$ cat src/rtl/ext_pipe.sv
// Pipelined immediate-extension unit: extends an IN_W-bit immediate to OUT_W bits
// and buffers up to two results behind a valid/ready handshake.
module ext_pipe #(
    parameter int IN_W  = 16,
    parameter int OUT_W = 32,
    parameter int CNT_W = 16
) (
    input  logic             clk,
    input  logic             rst_n,
    input  logic             in_valid,
    output logic             in_ready,
    input  logic [IN_W-1:0]  in_data,
    input  logic [1:0]       in_mode,
    output logic             out_valid,
    input  logic             out_ready,
    output logic [OUT_W-1:0] out_data,
    output logic             out_neg,
    output logic [CNT_W-1:0] xfer_cnt
);

    localparam int EXT_W = OUT_W - IN_W;

    // Handshake: a beat moves on a rising edge only when valid && ready are both
    // high; valid never waits on ready, and ready/valid come from registered count.
    logic             sign_bit;
    logic [OUT_W-1:0] sign_ext;
    logic [OUT_W-1:0] ext_val;

    logic [OUT_W-1:0] buf_data [2];
    logic [1:0]       buf_neg;
    logic             rd_ptr;
    logic             wr_ptr;
    logic [1:0]       count;
    logic             accept;
    logic             deliver;

    always_comb begin
        sign_bit = in_data[IN_W-1];
        sign_ext = {{EXT_W{sign_bit}}, in_data};
        ext_val  = '0;
        case (in_mode)
            2'd0:    ext_val = {{EXT_W{1'b0}}, in_data};
            2'd1:    ext_val = sign_ext;
            2'd2:    ext_val = {in_data, {EXT_W{1'b0}}};
            default: ext_val = {sign_ext[OUT_W-3:0], 2'b00};
        endcase
    end

    assign in_ready  = (count != 2'd2);
    assign out_valid = (count != 2'd0);
    assign accept    = in_valid && in_ready;
    assign deliver   = out_valid && out_ready;
    assign out_data  = buf_data[rd_ptr];
    assign out_neg   = buf_neg[rd_ptr];

    // Storage is cleared on reset so the head reads as zero while empty.
    always_ff @(posedge clk or negedge rst_n) begin
        if (!rst_n) begin
            buf_data[0] <= '0;
            buf_data[1] <= '0;
            buf_neg     <= '0;
            rd_ptr      <= 1'b0;
            wr_ptr      <= 1'b0;
            count       <= 2'd0;
            xfer_cnt    <= '0;
        end else begin
            if (accept) begin
                buf_data[wr_ptr] <= ext_val;
                buf_neg[wr_ptr]  <= sign_bit;
                wr_ptr           <= ~wr_ptr;
            end
            if (deliver) begin
                rd_ptr   <= ~rd_ptr;
                xfer_cnt <= xfer_cnt + CNT_W'(1);
            end
            case ({accept, deliver})
                2'b10:   count <= count + 2'd1;
                2'b01:   count <= count - 2'd1;
                default: count <= count;
            endcase
        end
    end

endmodule

$ cat config.mk
export PLATFORM = sky130hd
export DESIGN_NAME = ext_pipe
export DESIGN_NICKNAME = d
export VERILOG_FILES = /design/src/rtl/ext_pipe.sv
export SDC_FILE = /design/constraint.sdc
export NUM_CORES = 1
export LEC_CHECK = 0
export BUFFER_PORTS_ARGS = -buffer_cell sky130_fd_sc_hd__buf_2
export CAP_MARGIN = 15
export CORE_ASPECT_RATIO = 0.9
export CORE_MARGIN = 4
export CORE_UTILIZATION = 50
export DETAILED_ROUTE_END_ITERATION = 12
export GPL_TIMING_DRIVEN = 0
export PLACE_DENSITY = 0.83
export SYNTH_ARGS = -nofsm -noshare
export SYNTH_HDL_FRONTEND = slang
export SYNTH_SLANG_ARGS = --single-unit
$ cat constraint.sdc
create_clock -name clk -period 1.41 [get_ports clk]
set_input_delay 0.0705 -clock clk [delete_from_list [all_inputs] [get_ports clk]]
set_output_delay 0.0705 -clock clk [all_outputs]
set_load 0.05 [all_outputs]
==> metrics <==
Seq/Total Area, Yosys 54.1%; CTS tree done; drc violations 0; Internal 9690 uW; Post-synth EDFFs 0; switching share of power 44.3%; met1 Track Usage GR 29.7%; setup ws final -223 ps; most frequent CP cell buf_6; H-tree level count 3; Ys Warns 0; # clock sinks 86; final-report setup violation count 45; mux cell area share after synthesis 12.6%; CP max-delay cell dfrtp_2; Die Area 9460 sq um; M2 GR Usage 38.3%; initial antenna violation count 0; Yosys top cell area share 54.1%; IO Pins 73; HP Class primary input to flip-flop; #FFs+latches synth 86; Syn Nets 397; Clock Skew 12.7 ps; met3 Track Usage GR 6.85%; register area 2170 sq um; Post-Synthesis Cell Area 3980 sq um; Rel. slew slack 68.2%; Die X 102 microns; WP data arrival 1560 ps; CP Cell Sequence buf_6 > buf_12 > mux2_2 > buf_6; Post-synth top cells dfrtp_1 (86), a21oi_1 (57), nand2_1 (37); Non-Filler Instances 580; vias per cell 5.77; Detail Placement HPWL 6750 microns; Synth Area in Compound Gates 11.1%; Slew @ Worst Pin 476 ps; final worst-path cycle share 116%; Iter 0 DRT Violations 320; synth top area cells dfrtp_1 (54%), mux2_2 (9.3%), a21oi_1 (7.2%); Total Routing Usage GR 23.3%; final slew viol count 0; Worst setup SP type flip-flop; Fillers 468; crit path capture type primary output; vias in the first global route 3358; Leak 0.00259 uW; switching power 7710 uW; Cell variety after synth 32; layout cells sized above 1 46.7%; top_reg_cell synth dfrtp_1; Die Span Y 92.7 microns; overall power 17400 uW; Root Driver clkbuf_8; Starting Density 52.0%; largest net degree at the start of global routing 76; Crit Path Class flip-flop to primary output; failing checks setup timing; RSZ-0062 raised after global routing true; Post-Syn Area per Cell 10.7 sq um; crit-path max cell delay 400 ps; largest family of logic cells by synthesized area simple AND/OR/NAND/NOR gates; Fmax achieved 612 MHz; grt ovf 0; CP top delay family buffers and inverters; CTS Buffer Depth 2; Post-Synth XOR/XNOR Area 4.40%; WP data required 1340 ps; Diodes inserted 0; crit path buf inv count 3; Cells after DPL 542; register share of total power 25.6%; area delta synth->final 44.9%; Clock transition at path regs 80 ps; first-pass GRT wire length 17000 microns; peak supply drop 1910 uV; Wirelength per Cell 19.9 microns; adder-cell share of the synthesized area 0.629%; nets 503; Power per Cell Area 3020 nW/um^2; area of the core 7660 sq um; fraction of registers with async set/reset 100%; Final min period 1630 ps; Combinational Power Share 61.6%; Clk Latency, worst-skew pair 360 ps; GPL Wtd Cong 0.883; # port buffers 72; area leader, netlist dfrtp_1; drt first pass iters 6; vias 3348; Syn Inst Count 373; gr busiest metal met2; footprint of the multi-input gates 2010 sq um; maxcap violations 0; Hold Vio Cnt, Final 0; status complete, but fails checks; number of core rows 30; clock share of power 12.8%; Final ANT Viol Nets 0; Num CTS Buffers 9; Synth Area in Simple Gates 13.5%; Max FO, Critical Path 5; Total Routed Length 11600 microns; most frequent cell after synthesis dfrtp_1
-- state kept, by name, indices dropped and copies added (netlist names) --
register  cells
buf_data     64
xfer_cnt     16
buf_neg       2
count         2
rd_ptr        1
wr_ptr        1
-- routing by layer --
metal / vias up / wire length, microns
li1: 1481 / -
met1: 1692 / 4380
met2: 147 / 6110
met3: 28 / 761
met4: 0 / 295
met5: - / 0
-- worst min-delay path, cell delays in order --
cell and delay, ps:
buf_2 110, a21oi_1 90, o21ai_1 110
-- cell families (layout without fill, tap and decap cells) --
family	after synthesis	count (layout)
AOI/OAI and AO/OA	87	87
xor gates and xnor gates	20	20
adders and majority gates	2	2
buffers and inverters	27	138
DFF	86	86
muxes	44	44
and+or+nand+nor	107	107
-- path summary, 6_finish.rpt --
check / start / to / slack [ps] / cells after the start
max in group asynchronous: rst_n / xfer_cnt[9] / 630 / 3
max: rd_ptr / out_data[17] / -220 / 4
min: in_data[4] / buf_data[6] / 60 / 3
max reg2reg: count[1] / buf_data[32] / -70 / 5
min reg2reg: xfer_cnt[15] / xfer_cnt[15] / 480 / 1
min in group asynchronous: rst_n / buf_data[15] / 140 / 2
-- cell usage in the layout (no fill, tap or decap), types with 2 or more instances in the layout --
cell type and count:
nand3_2 3, xnor2_1 16, nor2_1 16, a21oi_2 17, buf_6 25, inv_1 2
buf_2 39, nor2_2 5, buf_4 11, and2_1 3, xor2_1 3, nand4_1 3
buf_16 2, nor2b_1 17, dlygate4sd3_1 3, buf_8 21, buf_12 5, mux2_1 7
nor2_4 11, clkbuf_2 5, bufinv_16 4, and4_1 2, o21ai_1 28, mux2_4 20
nand3_4 2, nand2_1 37, nand3_1 3, mux2_2 16, dfrtp_1 71, clkbuf_1 7
clkbuf_8 9, dfrtp_2 15, a21oi_4 5, clkbuf_16 4, a21oi_1 35
-- stage by stage --
stage | instance area [sq um] | util (%) | worst slack, ps | TNS (ps) | hold WS (ps)
floorplan | 4060 | - | -117 | -756 | -225
global placement | 4540 | 59.3 | -526 | -42200 | 348
detailed placement | 4570 | 59.7 | -259 | -11340 | -72.2
CTS | 5330 | 69.6 | -223 | -5980 | 39.1
global route | 5770 | 75.3 | -279 | -9560 | 69.2
finish | 5770 | 75.3 | -223 | -6670 | 63.5
-- final cells by class --
class                      instances  area share (%)
sequential                        86            37.6
multi-input combinational        260            34.9
timing repair buffer              96            16.9
buffer                            23            3.95
clock buffer                      12            2.34
clock inverter                     4            2.08
tap                               96            2.08
inverter                           3           0.195
-- power groups by stage --
stage / logic, uW / registers (uW) / clock network (uW)
floorplan: 5630 / 4410 / 0
global placement: 7300 / 4190 / 0
detailed placement: 7410 / 4280 / 0
CTS: 9200 / 4270 / 2240
global route: 11200 / 4590 / 2360
finish: 10700 / 4450 / 2220
-- what timing repair did --
action | 4_1_cts | 5_1_grt
pin swaps | 4 | 6
hold buffers | 3 | 0
endpoints found under the hold margin | 87 | 0
gates resized for setup | 104 | 87
buffers inserted | 10 | 5
setup endpoints to repair | 103 | 84
gates cloned | 2 | 4
No activity file was read; power rests on OpenSTA's default activity.
